File: src/rtl/rom_loader.sv
`default_nettype none
// ============================================================================
// Module   : rom_loader
// Brief    : Boot loader that parses a length-prefixed, checksummed byte
//            frame and writes the assembled words into the instruction ROM.
// Revision : 1.0 - initial release
// ============================================================================
module rom_loader #(
   parameter logic [31:0] BASE_ADDR = 32'h0000_0000,
   parameter int unsigned MEM_WORDS = 4096
) (
   input  logic        clk,
   input  logic        rst,
   input  logic        start_i,
   input  logic        rx_valid_i,
   input  logic [7:0]  rx_data_i,
   output logic        rx_ready_o,
   output logic        w_en_o,
   output logic [31:0] w_addr_o,
   output logic [31:0] w_data_o,
   output logic        busy_o,
   output logic        cpu_hold_o,
   output logic        done_o,
   output logic        err_o,
   output logic [1:0]  err_code_o
);

   localparam logic [31:0] c_mem_words = 32'(MEM_WORDS);
   localparam logic [1:0]  c_err_len   = 2'b01;
   localparam logic [1:0]  c_err_csum  = 2'b10;

   typedef enum logic [2:0] {
      S_IDLE = 3'd0,
      S_LEN  = 3'd1,
      S_DATA = 3'd2,
      S_CSUM = 3'd3,
      S_DONE = 3'd4,
      S_ERR  = 3'd5
   } state_t;

   state_t      r_state;
   state_t      w_next;

   logic [1:0]  r_idx;
   logic [31:0] r_len;
   logic [31:0] r_cnt;
   logic [7:0]  r_sum;
   logic [23:0] r_word;
   logic        r_w_en;
   logic [31:0] r_w_addr;
   logic [31:0] r_w_data;
   logic        r_done;
   logic        r_err;
   logic [1:0]  r_err_code;

   logic        w_busy;
   logic        w_xfer;
   logic        w_start;
   logic        w_last_byte;
   logic        w_last_word;
   logic [31:0] w_len_full;

   assign w_busy      = (r_state == S_LEN) || (r_state == S_DATA) || (r_state == S_CSUM);
   assign w_xfer      = rx_valid_i && w_busy;
   assign w_start     = start_i && !w_busy;
   assign w_last_byte = (r_idx == 2'd3);
   assign w_last_word = (r_cnt == r_len - 32'd1);
   // Length as it stands once the current (4th) length byte is merged in
   assign w_len_full  = {rx_data_i, r_len[23:0]};

   always_ff @(posedge clk) begin
      if (rst) begin
         r_state <= S_IDLE;
      end else begin
         r_state <= w_next;
      end
   end

   always_comb begin
      w_next = r_state;
      case (r_state)
         S_IDLE, S_DONE, S_ERR: begin
            if (start_i) begin
               w_next = S_LEN;
            end
         end
         S_LEN: begin
            if (w_xfer && w_last_byte) begin
               if (w_len_full > c_mem_words) begin
                  w_next = S_ERR;
               end else if (w_len_full == 32'd0) begin
                  w_next = S_CSUM;
               end else begin
                  w_next = S_DATA;
               end
            end
         end
         S_DATA: begin
            if (w_xfer && w_last_byte && w_last_word) begin
               w_next = S_CSUM;
            end
         end
         S_CSUM: begin
            if (w_xfer) begin
               w_next = (rx_data_i == r_sum) ? S_DONE : S_ERR;
            end
         end
         default: w_next = S_IDLE;
      endcase
   end

   always_ff @(posedge clk) begin
      if (rst) begin
         r_idx      <= 2'd0;
         r_len      <= 32'd0;
         r_cnt      <= 32'd0;
         r_sum      <= 8'd0;
         r_word     <= 24'd0;
         r_w_en     <= 1'b0;
         r_w_addr   <= 32'd0;
         r_w_data   <= 32'd0;
         r_done     <= 1'b0;
         r_err      <= 1'b0;
         r_err_code <= 2'b00;
      end else begin
         r_w_en <= 1'b0;
         if (w_start) begin
            r_idx      <= 2'd0;
            r_len      <= 32'd0;
            r_cnt      <= 32'd0;
            r_sum      <= 8'd0;
            r_done     <= 1'b0;
            r_err      <= 1'b0;
            r_err_code <= 2'b00;
         end
         if (w_xfer) begin
            case (r_state)
               S_LEN: begin
                  r_idx <= r_idx + 2'd1;
                  case (r_idx)
                     2'd0:    r_len[7:0]   <= rx_data_i;
                     2'd1:    r_len[15:8]  <= rx_data_i;
                     2'd2:    r_len[23:16] <= rx_data_i;
                     default: r_len[31:24] <= rx_data_i;
                  endcase
                  if (w_last_byte && (w_len_full > c_mem_words)) begin
                     r_err      <= 1'b1;
                     r_err_code <= c_err_len;
                  end
               end
               S_DATA: begin
                  r_idx <= r_idx + 2'd1;
                  r_sum <= r_sum + rx_data_i;
                  case (r_idx)
                     2'd0:    r_word[7:0]   <= rx_data_i;
                     2'd1:    r_word[15:8]  <= rx_data_i;
                     2'd2:    r_word[23:16] <= rx_data_i;
                     default: begin
                        r_w_en   <= 1'b1;
                        r_w_addr <= BASE_ADDR + (r_cnt << 2);
                        r_w_data <= {rx_data_i, r_word};
                        r_cnt    <= r_cnt + 32'd1;
                     end
                  endcase
               end
               S_CSUM: begin
                  if (rx_data_i == r_sum) begin
                     r_done <= 1'b1;
                  end else begin
                     r_err      <= 1'b1;
                     r_err_code <= c_err_csum;
                  end
               end
               default: ;
            endcase
         end
      end
   end

   assign rx_ready_o = w_busy;
   assign busy_o     = w_busy;
   assign cpu_hold_o = w_busy;
   assign w_en_o     = r_w_en;
   assign w_addr_o   = r_w_addr;
   assign w_data_o   = r_w_data;
   assign done_o     = r_done;
   assign err_o      = r_err;
   assign err_code_o = r_err_code;

endmodule
`default_nettype wire

File: config.mk
export PLATFORM = sky130hd
export DESIGN_NAME = rom_loader
export DESIGN_NICKNAME = d
export VERILOG_FILES = /design/src/rtl/rom_loader.sv
export SDC_FILE = /design/constraint.sdc
export NUM_CORES = 1
export LEC_CHECK = 0
export CAP_MARGIN = 20
export CORE_MARGIN = 3
export CORE_UTILIZATION = 55
export CTS_CLUSTER_SIZE = 12
export DETAILED_ROUTE_END_ITERATION = 6
export PLACE_DENSITY = 0.77
export SLEW_MARGIN = 5
export SYNTH_ARGS = -nofsm -noshare
export SYNTH_HDL_FRONTEND = slang
export SYNTH_SLANG_ARGS = --single-unit
File: constraint.sdc
create_clock -name clk -period 3.4 [get_ports clk]
set_input_delay 0.51 -clock clk [delete_from_list [all_inputs] [get_ports clk]]
set_output_delay 0.51 -clock clk [all_outputs]
set_load 0.005 [all_outputs]
Word-level counts from Yosys, hierarchy flattened
Cells that the tools add are included.
Cells by class
  $add $sub $neg: 4
  order comparisons: 1
  eq/ne operators: 14
  muxes and demuxes: 40
  bitwise gates (word level): 3
  reductions and logical operators: 20
Operators by type and width (number)
  32-bit 2-to-1 mux: 7
  8-bit 2-to-1 mux: 7
  32-bit by 1-bit adder with 32-bit output (second input constant): 1
  32-bit equality test: 1
  32-bit by 13-bit > comparator with 1-bit output (second input constant): 1
  32-bit logical NOT: 1
  32-bit by 1-bit subtractor with 32-bit output (second input constant): 1
  3-bit 2-to-1 mux: 5
  2-bit 2-to-1 mux: 7
  3-bit one-hot mux with 4 select lines: 1
  3-bit AND reduction: 4
  1-bit 2-to-1 mux: 11
  3-bit OR reduction: 3
  8-bit adder: 1
  8-bit equality test: 1
  3-bit by 2-bit equality test with 1-bit output (second input constant): 2
  3-bit equality test (second input constant): 2
  1-bit logical AND: 5
  2-bit equality test (second input constant): 2
  2-bit by 1-bit inequality test with 1-bit output (second input constant): 2
  2-bit inequality test (second input constant): 2
  2-bit one-hot mux with 2 select lines: 1
  4-bit AND reduction: 1
  3-bit by 1-bit equality test with 1-bit output (second input constant): 1
  other kinds (9): 12
Word-level totals
  bits in registers: 168
  output and inout port bits: 72
  word-level logic and storage cells: 96

Depth between registers and ports, before layout
Gate-level depths: netlist of run 1.
  depth in word-level cells: 9
  mapped depth: 11
  gate-level depth less buffers: 11

Worst setup path after synthesis of run 1
Ideal clock, no wire load.
  path kind: register to register
  start: register r_len[0]
  end: register r_state[0]
  library setup time: 0.072 ns
  arrival time: 2.561 ns
  data required time: 3.328 ns
  slack: 0.768 ns
  stages on the path, launching flop included: 11
  buffers on the path: 0
  clock period less this slack: 2.632 ns
  cells stage by stage: dfxtp_1 > inv_1 > ha_1 > nor3b_2 > nand4b_4 > or4_4 > mux2_4 > mux2i_1 > o22ai_1 > a41oi_2 > mux2i_1
Between the ends
  longest elaborated chain between the ends: 5
RTL lines
  start: declaration: line 45  | logic [31:0] r_len;
  start signal: assignment: line 141  | 2'd0: r_len[7:0] <= rx_data_i;
  32-bit by 1-bit subtractor with 32-bit output / 32-bit logical NOT (equally long branches): line 67, 91
  32-bit equality test / 1-bit 2-to-1 mux (equally long branches): line 67, 91
  1-bit logical AND / 3-bit 2-to-1 mux (equally long branches): line 99, 89
  2-bit by 1-bit inequality test with 1-bit output (no line) / 3-bit 2-to-1 mux (equally long branches)
  4-bit AND reduction (no line) / 3-bit one-hot mux with 4 select lines (equally long branches)
  end signal: assignment: line 75  | r_state <= w_next;
  end: declaration: line 41  | state_t r_state;
Parallel ways exist; a longest one is shown, timed or not. The select of a mux whose other input is x is not followed.
A chain may end at the register's enable or synchronous reset.

Worst setup path after layout of run 1
Same ends and word-level chain as after synthesis.

==> results by group, run 1 <==
Global route
  • GRT Total Usage: 0.2508
  • Largest net degree at the start of global routing: between 100 and 150
  • Initial antenna violation count: 0
  • Gr ovfl total: 0
  • First-pass GRT wire length: 33240 um
  • Number of global-route vias before repair: between 6000 and 7000

Placed design
  • RD Place Congestion: about 0.88
  • Setup WS pre-CTS: approximately 0.37 ns
  • DP HPWL: approximately 13000 um
  • Port bufs: 81

Power
  • Total leakage power: around 0.0033 uW
  • Max VDD drop: approximately 360 uV
  • Power per cell area: 446.6 mW/mm^2

Finish
  • ANT cells: 0
  • Fillcell total: between 1000 and 1500
  • Most frequent cells in the layout: 218 x nand2_1, 168 x dfxtp_1, 141 x a21oi_1, 82 x nand3_1, 80 x clkdlybuf4s50_1
  • P&R area growth vs syn: 18.33%
  • Proportion of layout cells with a drive suffix above 1: 0.06556
  • Most common cell after layout, fill and taps aside: nand2_1
  • Fin util: 0.6733
  • Nets: between 1000 and 1500

Synthesis
  • Synth Instances: between 1000 and 1500
  • Cell variety after synth: 65
  • Number of synthesized flops with an enable pin: 0
  • Synthesized cell area: ~0.008 sq mm
  • Primary FF master, synth: dfxtp_1
  • Sequential area share after synthesis: 0.4193
  • Synth Register Bits: 168
  • Yosys synthesis warning count: 0
  • Syn Area/Cell: 7.840 sq um
  • Post-synth ARST share: 0

Floorplanning
  • Area of the core: between 0.01 and 0.015 sq mm
  • Die area: approximately 0.016 sq mm
  • Num ports: 84
  • Initial Utilization: 0.5690
  • Die width: between 100 and 150 um
  • Die Height: 126.8 um
  • Cell Rows: 43

Worst hold path
  • Hold crit path type: reg -> reg
  • Hold Crit Endpoint: w_addr_o[11]
  • WHS Path Cells: 2
  • Hold Path Origin: w_addr_o[11]

Clocking
  • Post_cts resized: 0
  • CTS buffer count: 17
  • H-tree levels: 4
  • CTS tree: yes
  • Setup Buffers After CTS: 0
  • Clock Tree Root: clkbuf_16
  • Clock latency on the worst-skew pair: around 0.43 ns
  • Clock buffer depth: 2
  • Clk sinks: between 150 and 200
  • Hold Buf Count CTS: 0
  • Clock-pin transition on the worst setup and hold timing paths: approximately 0.070 ns

STA
  • Final setup viols: 0
  • RSZ-0062 raised after global routing: false
  • Worst rel slew slack: 0.5699
  • Max Transition Viols Final: 0
  • Clk_skew: between 0.01 and 0.015 ns
  • Tmin final: about 2.9 ns
  • Worst Tran Pin Value: 0.6436 ns
  • Fmax: ~0.35 GHz
  • Final count of hold timing violations: 0
  • Hold slack final: 0.4516 ns
  • Final WS setup: approximately 0.55 ns
  • Setup TNS: 0 ns
  • Tcrit/Tclk final: 0.8393

Worst setup path
  • CP max FO: 8
  • Ordered list of cells on the worst path: inv_1 -> ha_1 -> nor3b_2 -> nand4b_4 -> or4_4 -> mux2_4 -> mux2i_1 -> o22ai_1 -> a41oi_2 -> mux2i_1
  • Crit-path slowest cell: or4_4
  • Worst path required time: around 3.8 ns
  • Setup Crit Path Kind: reg -> reg
  • Critical path arrival: around 3.2 ns
  • CP Launch Type: flip-flop
  • Crit path top cell by count: mux2i_1
  • Worst R2R Setup Slack: between 0.5 and 0.6 ns
  • R2R depth: 10
  • Critical path's largest stage delay: 0.55 ns
  • CP Capture Type: flip-flop
  • Worst reg2reg path endpoint: r_state[0]
  • RR Startpoint: r_len[0]

Drt
  • Antenna Nets Post-Route: 0
  • Routed wire length: between 15000 and 20000 um
  • Iter 0 DRT Violations: 672
  • Metal2 WL: a little over 9000 um
  • WL per Instance: roughly 16 um
  • Drt drc: 0
  • Drt first pass iters: 5
  • Routed wl met3: approximately 1200 um
  • Routed vias/inst: 5.751
  • Vias post-DR: a little over 7000
  • Top layer in use: met4
  • Met1 wire length: about 9000 um

Outcome
  • Outcome: finished clean

Job
  • MaxCap Viol Count: 0
-- sequential cells by signal, summed over array words and instances (netlist names) --
name        flops
w_en_o          1
r_word         24
r_idx           2
w_addr_o       30
err_o           1
r_cnt          32
w_data_o       32
done_o          1
r_state         3
r_sum           8
r_len          32
err_code_o      2
-- metrics by stage --
stage	std cells	area, sq um	total power [uW]
after floorplan	1024	8024	2343
after global routing	1263	9490	4382
after CTS	1263	9490	4270
after detailed placement	1231	8926	2440
after global placement	1231	8926	2433
final	1263	9490	4239
-- Yosys cell counts, drive strengths merged, types with 3 or more instances --
cell type / instances / share of area
mux2i: 7 / 0.0087
and2: 5 / 0.0039
clkbuf: 54 / 0.025
and3: 6 / 0.0047
nand3b: 4 / 0.0037
nand2: 219 / 0.10
nor4: 17 / 0.015
nor3: 17 / 0.011
xnor2: 30 / 0.033
mux2: 6 / 0.0089
o21a: 5 / 0.0047
and4: 5 / 0.0055
o211ai: 5 / 0.0047
nor2: 63 / 0.029
nand2b: 5 / 0.0039
inv: 16 / 0.0075
xor2: 34 / 0.037
nand3: 82 / 0.051
ha: 15 / 0.023
a22oi: 8 / 0.0075
nand4: 8 / 0.0062
a211oi: 4 / 0.0037
nor2b: 7 / 0.0055
or3: 11 / 0.0086
or4: 8 / 0.0084
or2: 3 / 0.0023
dfxtp: 168 / 0.42
o21ai: 14 / 0.0087
a21oi: 141 / 0.088
nor3b: 4 / 0.0050
buf: 20 / 0.015
-- worst max-delay path: cells and delay by family, from the launching register on --
family	cells	cell delay (ns)
AND/OR/NAND/NOR	3	1.16
buffers and inverters	1	0.12
adder cells (fa/ha/maj)	1	0.19
AO/OA/AOI/OAI	2	0.33
flip-flops	1	0.37
multiplexers	3	0.64
-- worst max path at each step --
stage / from / slack, ns / cells past startpoint / end
floorplan: r_len[0] / 0.77 / 10 / r_state[0]
global placement: rx_data_i[1] / 0.42 / 10 / r_sum[7]
detailed placement: rx_data_i[1] / 0.37 / 10 / r_sum[7]
CTS: r_len[0] / 0.53 / 10 / r_state[0]
global route: r_len[0] / 0.35 / 10 / r_state[0]
finish: r_len[0] / 0.55 / 10 / r_state[0]
-- kinds of logic (layout without fill, tap and decap cells) --
| group | after synthesis | count (layout) | share of synthesized area |
|---|---|---|---|
| compound gates | 204 | 204 | 0.1462 |
| simple gates | 467 | 467 | 0.2724 |
| mux | 13 | 13 | 0.01763 |
| fa+ha+maj | 16 | 16 | 0.02590 |
| flops | 168 | 168 | 0.4193 |
| other cells | 1 | 2 | 0.0004676 |
| buf+inv | 90 | 149 | 0.04820 |
| xor+xnor | 64 | 64 | 0.06989 |
-- report_power, final --
group          internal (uW)  switching [uW]
Sequential              1980            22.1
Combinational            159             240
Clock                    998             843
Total                   3130            1110
-- layer usage --
layer	up-vias	GRT usage
li1	3599	-
met1	3411	0.3422
met2	221	0.3963
met3	32	0.05811
met4	0	0.07760
met5	-	0
-- final cells by class --
class                           count  area [sq um]  share of cell area
Tap cell                          180         225.2             0.02373
Inverter                           16         60.06            0.006328
Clock buffer                       20         456.7             0.04812
Multi-Input combinational cell    766          4294              0.4525
Sequential cell                   168          3363              0.3544
Timing Repair Buffer              101         983.4              0.1036
Clock inverter                     12         107.6             0.01134
Note: power is estimated with default switching activity, not from simulation.
==> inputs of run 2 (changes only) <==
==> constraint.sdc (replaced) <==
create_clock -name clk -period 2.9 [get_ports clk]
set_input_delay 0.435 -clock clk [delete_from_list [all_inputs] [get_ports clk]]
set_output_delay 0.435 -clock clk [all_outputs]
set_load 0.005 [all_outputs]
==> run 2 against run 1 <==
Worst setup slack lost 0.37 ns. Clock power grew 16%. Largest cell class unchanged. Register-to-register slack lost 0.37 ns. Utilization grew 0.60 points. Sequential power grew 17%.
==> results by group, run 2 (synthesis results as in run 1) <==
STA
  • Tcrit/Tclk final: 0.9409
  • Fmax: around 0.37 GHz
  • RSZ-0062 raised after global routing: false
  • Final WS setup: approximately 0.17 ns
  • Tmin final: roughly 2.7 ns
  • Setup TNS: 0 ns
  • Clk_skew: a little under 0.008 ns
  • Final count of hold timing violations: 0
  • Worst rel slew slack: 0.5579
  • Worst Tran Pin Value: 0.6571 ns
  • Max Transition Viols Final: 0
  • Final setup viols: 0

Floorplanning
  • Area of the core: between 0.01 and 0.015 sq mm
  • Num ports: 84
  • Die area: ~0.016 sq mm
  • Die width: 126.8 um
  • Initial Utilization: 0.5690
  • Die Height: 126.8 um
  • Cell Rows: 43

Clocking
  • H-tree levels: 4
  • Setup Buffers After CTS: 0
  • CTS tree: yes
  • Clock Tree Root: clkbuf_16
  • CTS buffer count: 17
  • Clock latency on the worst-skew pair: approximately 0.43 ns
  • Clock buffer depth: 2
  • Clock-pin transition on the worst setup and hold timing paths: roughly 0.07 ns
  • Clk sinks: 168

Worst hold path
  • Hold Path Origin: w_addr_o[23]
  • Hold crit path type: reg -> reg
  • WHS Path Cells: 2
  • Hold Crit Endpoint: w_addr_o[23]

Global route
  • Initial antenna violation count: 0
  • Largest net degree at the start of global routing: 147
  • Gr ovfl total: 0
  • Number of global-route vias before repair: about 6700
  • First-pass GRT wire length: 32900 um
  • GRT Total Usage: 0.2502

Drt
  • Drt drc: 0
  • Routed vias/inst: between 5 and 6
  • Routed wire length: between 15000 and 20000 um
  • Antenna Nets Post-Route: 0
  • Iter 0 DRT Violations: 720
  • WL per Instance: roughly 16 um
  • Vias post-DR: about 7300
  • Drt first pass iters: 5

Worst setup path
  • Worst R2R Setup Slack: between 0.15 and 0.2 ns
  • Worst reg2reg path endpoint: r_state[0]
  • Crit-path slowest cell: or4_4
  • CP Capture Type: flip-flop
  • RR Startpoint: r_len[0]
  • Worst path required time: 3.25 ns
  • Crit path top cell by count: mux2i_1
  • R2R depth: 10
  • Critical path's largest stage delay: about 0.55 ns
  • CP max FO: 8
  • CP Launch Type: flip-flop
  • Setup Crit Path Kind: reg -> reg
  • Critical path arrival: just over 3 ns
  • Ordered list of cells on the worst path: inv_1 -> ha_1 -> nor3b_4 -> nand4b_4 -> or4_4 -> mux2_4 -> mux2i_1 -> o22ai_1 -> a41oi_2 -> mux2i_1

Finish
  • Final Cell Area: 0.009575 sq mm
  • ANT cells: 0
  • Proportion of layout cells with a drive suffix above 1: 0.07699
  • Most common cell after layout, fill and taps aside: nand2_1
  • Fillcell total: between 1000 and 1500
  • Nets: approximately 1100
  • Most frequent cells in the layout: 218 x nand2_1, 168 x dfxtp_1, 141 x a21oi_1, 82 x nand3_1, 80 x clkdlybuf4s50_1
  • Fin util: 0.6793
  • P&R area growth vs syn: 19.39%

Power
  • Power per cell area: just over 500 mW/mm^2
  • Total leakage power: roughly 0.0034 uW
  • Max VDD drop: ~370 uV

Placed design
  • DP HPWL: roughly 13000 um
  • Placement Cell Area: 0.008986 sq mm
  • RD Place Congestion: approximately 0.9
  • Port bufs: between 80 and 90
  • Setup WS pre-CTS: 0.01777 ns

Job
  • MaxCap Viol Count: 0

Outcome
  • Outcome: finished clean
-- run 2: cell types whose count changed in the layout (fill, tap and decap cells not counted), sizes merged --
cell,before,now
clkbuf,20,21
inv,22,20
buf,21,29
clkinv,3,4
-- run 2: metal layers --
layer / GRT usage / vias up / wire (um)
met5: 0 / - / 0
met2: 0.4091 / 224 / 9408
met3: 0.06484 / 29 / 1217
met1: 0.3283 / 3445 / 8999
li1: - / 3615 / -
met4: 0.07066 / 0 / 342
-- run 2: critical path: cells and delay by family (launching register included) --
kind                     cells  cell delay, ns
buffers and inverters        1            0.11
adder cells (fa/ha/maj)      1            0.21
AND/OR/NAND/NOR              3            1.00
multiplexers                 3            0.64
flip-flops                   1            0.36
AO/OA/AOI/OAI                2            0.31
-- run 2: worst max-delay path by stage --
| stage | from | endpoint | slack, ns | cells past startpoint |
|---|---|---|---|---|
| after global placement | rx_data_i[1] | r_sum[7] | 0.05 | 10 |
| final | r_len[0] | r_state[0] | 0.17 | 10 |
| after global routing | r_len[0] | r_state[0] | 0.02 | 10 |
| after CTS | r_len[0] | r_state[0] | 0.12 | 10 |
| after floorplan | r_len[0] | r_state[0] | 0.27 | 10 |
| after detailed placement | rx_data_i[1] | r_sum[7] | 0.02 | 10 |
-- run 2: cell type report --
type | count | area (sq um) | share of cell area
Multi-Input combinational cell | 766 | 4325 | 0.4517
Sequential cell | 168 | 3363 | 0.3512
Tap cell | 180 | 225.2 | 0.02352
Timing Repair Buffer | 109 | 1044 | 0.1090
Clock buffer | 21 | 470.5 | 0.04913
Clock inverter | 11 | 87.58 | 0.009147
Inverter | 16 | 60.06 | 0.006272
-- run 2: power by group --
part / internal [uW] / leakage (uW) / switching [uW]
registers: 2320 / 0.00135 / 26.3
clock network: 1180 / 0.000268 / 958
logic: 203 / 0.00175 / 291
-- run 2: stage by stage --
step / instances / hold WS [ns] / total power, uW
floorplan: 1024 / 0.4321 / 2747
global placement: 1239 / 0.4414 / 2862
detailed placement: 1239 / 0.4443 / 2870
CTS: 1271 / 0.4547 / 4977
global route: 1271 / 0.4764 / 5140
finish: 1271 / 0.4519 / 4973
-- run 2: what timing repair did --
item                       CTS  global route
gates resized for setup      0             6
hold buffers                 0             0
setup endpoints to repair    0             1
==> inputs of run 3 (changes only) <==
--- a/config.mk
+++ b/config.mk
@@ -6,11 +6,10 @@
 export NUM_CORES = 1
 export LEC_CHECK = 0
 export CAP_MARGIN = 20
-export CORE_MARGIN = 3
 export CORE_UTILIZATION = 55
 export CTS_CLUSTER_SIZE = 12
 export DETAILED_ROUTE_END_ITERATION = 6
-export PLACE_DENSITY = 0.77
+export PLACE_DENSITY = 0.83
 export SLEW_MARGIN = 5
 export SYNTH_ARGS = -nofsm -noshare
 export SYNTH_HDL_FRONTEND = slang
==> run 3 against run 2 <==
Fmax fell by 0.44%. Cell area is 0.51% higher. Worst hold slack worse by 0.0027 ns. Non-clock buffer count is 8 higher.
==> results by group, run 3 (synthesis results as in run 1) <==
Power
  • Power per cell area: 527.0 mW/mm^2
  • Max VDD drop: 442.7 uV
  • Total leakage power: 0.003417 uW

STA
  • Worst Tran Pin Value: 0.8876 ns
  • Tmin final: roughly 2.7 ns
  • Fmax: approximately 0.36 GHz
  • Final setup viols: 0
  • Setup TNS: 0 ns
  • Final count of hold timing violations: 0
  • Clk_skew: between 0.01 and 0.015 ns
  • Tcrit/Tclk final: 0.9450
  • Worst rel slew slack: 0.4082
  • Max Transition Viols Final: 0

Outcome
  • Outcome: finished clean

Floorplanning
  • Area of the core: roughly 0.014 sq mm
  • Cell Rows: 43
  • Initial Utilization: 0.5711
  • Die Height: roughly 120 um
  • Num ports: 84
  • Die area: between 0.015 and 0.02 sq mm
  • Die width: between 100 and 150 um

Worst setup path
  • CP Launch Type: flip-flop
  • Crit path top cell by count: mux2i_1
  • CP max FO: 8
  • Worst path required time: 3.27 ns
  • Worst reg2reg path endpoint: r_state[0]
  • CP Capture Type: flip-flop
  • Critical path's largest stage delay: roughly 0.55 ns
  • R2R depth: 10
  • Critical Path End: r_state[0]
  • Critical path arrival: between 3 and 4 ns
  • Crit-path slowest cell: or4_4
  • RR Startpoint: r_len[0]
  • Crit path launch: r_len[0]
  • Setup Crit Path Kind: reg -> reg
  • Ordered list of cells on the worst path: inv_1 -> ha_2 -> nor3b_4 -> nand4b_4 -> or4_4 -> mux2_4 -> mux2i_1 -> o22ai_1 -> a41oi_2 -> mux2i_1
  • Worst R2R Setup Slack: 0.16 ns

Finish
  • ANT cells: 0
  • P&R area growth vs syn: 20.00%
  • Fin util: 0.6854
  • Proportion of layout cells with a drive suffix above 1: 0.08371
  • Nets: around 1100
  • Fillcell total: about 1100
  • Most common cell after layout, fill and taps aside: nand2_1
  • Non-filler cells, final: about 1300
  • Most frequent cells in the layout: 218 x nand2_1, 168 x dfxtp_1, 141 x a21oi_1, 82 x nand3_1, 80 x clkdlybuf4s50_1
  • Final Cell Area: 0.009624 sq mm

Clocking
  • Clock Tree Root: clkbuf_16
  • Setup Buffers After CTS: 0
  • CTS tree: yes
  • Clk sinks: 168
  • H-tree levels: 4
  • CTS buffer count: 17
  • Clock latency on the worst-skew pair: ~0.44 ns
  • Clock-pin transition on the worst setup and hold timing paths: approximately 0.07 ns
  • Hold Buf Count CTS: 0
  • Clock buffer depth: 2
  • Post_cts resized: 0

Global route
  • Number of global-route vias before repair: 6765
  • Initial antenna violation count: 0
  • First-pass GRT wire length: around 33000 um
  • Largest net degree at the start of global routing: between 50 and 60
  • GRT Total Usage: 0.2846
  • Gr ovfl total: 0

Drt
  • Drt first pass iters: 6
  • Routed wire length: roughly 21000 um
  • Drt drc: 0
  • Iter 0 DRT Violations: 630
  • Vias post-DR: 7401
  • WL per Instance: about 16 um
  • Antenna Nets Post-Route: 0
  • Routed vias/inst: a little under 6

Worst hold path
  • Hold crit path type: reg -> reg

Placed design
  • Placement Cell Area: 0.009021 sq mm
  • RD Place Congestion: between 0.9 and 1
  • DP HPWL: about 14000 um
  • Port bufs: 81
  • Dpl cells: between 1000 and 1500

Job
  • MaxCap Viol Count: 0
[run 3: cell types whose count changed in the layout (fill, tap and decap cells not counted), sizes merged]
cell | previous run | this run
buf | 29 | 37
inv | 20 | 23
clkbuf | 21 | 19
clkinvlp | 3 | 1
bufinv | 0 | 1
[run 3: area by class of cell]
cell class | count | area [sq um] | share of cell area
sequential | 168 | 3363 | 0.3495
inverter | 16 | 60.06 | 0.006240
clock inverter | 13 | 131.4 | 0.01365
timing repair buffer | 117 | 1079 | 0.1121
tap | 180 | 225.2 | 0.02340
multi-input combinational | 766 | 4323 | 0.4492
clock buffer | 19 | 442.9 | 0.04602
[run 3: worst max-delay path: cells and delay by family (launching register included)]
kind	cells	cell delay (ns)
AO/OA/AOI/OAI	2	0.35
multiplexers	3	0.64
AND/OR/NAND/NOR	3	0.98
flip-flops	1	0.37
buffers and inverters	1	0.12
adder cells (fa/ha/maj)	1	0.21
[run 3: stage by stage]
| stage | power (uW) | hold slack, ns | worst slack, ns |
|---|---|---|---|
| 2_1_floorplan | 2747 | 0.4321 | 0.2676 |
| 3_3_place_gp | 2865 | 0.4414 | 0.04061 |
| 3_5_place_dp | 2873 | 0.4453 | 0.001261 |
| 4_1_cts | 5067 | 0.4529 | 0.1236 |
| 5_1_grt | 5224 | 0.4674 | -0.02762 |
| 6_report | 5072 | 0.4492 | 0.1595 |
[run 3: worst min path at each step]
stage / cells past startpoint / from / endpoint / slack [ns]
final: 2 / r_word[16] / w_data_o[16] / 0.45
after global routing: 2 / w_addr_o[12] / w_addr_o[12] / 0.47
after global placement: 2 / r_word[8] / w_data_o[8] / 0.44
after floorplan: 2 / r_word[0] / w_data_o[0] / 0.43
after CTS: 2 / r_word[16] / w_data_o[16] / 0.45
after detailed placement: 2 / w_addr_o[12] / w_addr_o[12] / 0.45
[run 3: where the power goes]
group | leakage (uW) | switching, uW | internal, uW | total, uW
clock network | 0.000283 | 999 | 1230 | 2230
logic | 0.00178 | 297 | 206 | 503
registers | 0.00135 | 24.5 | 2320 | 2340
[run 3: metal layers]
layer | wire length [um] | GRT usage
met5 | 0 | 0
met4 | 384 | 0.09909
met3 | 1392 | 0.07296
met2 | 9683 | 0.4673
met1 | 9065 | 0.3602
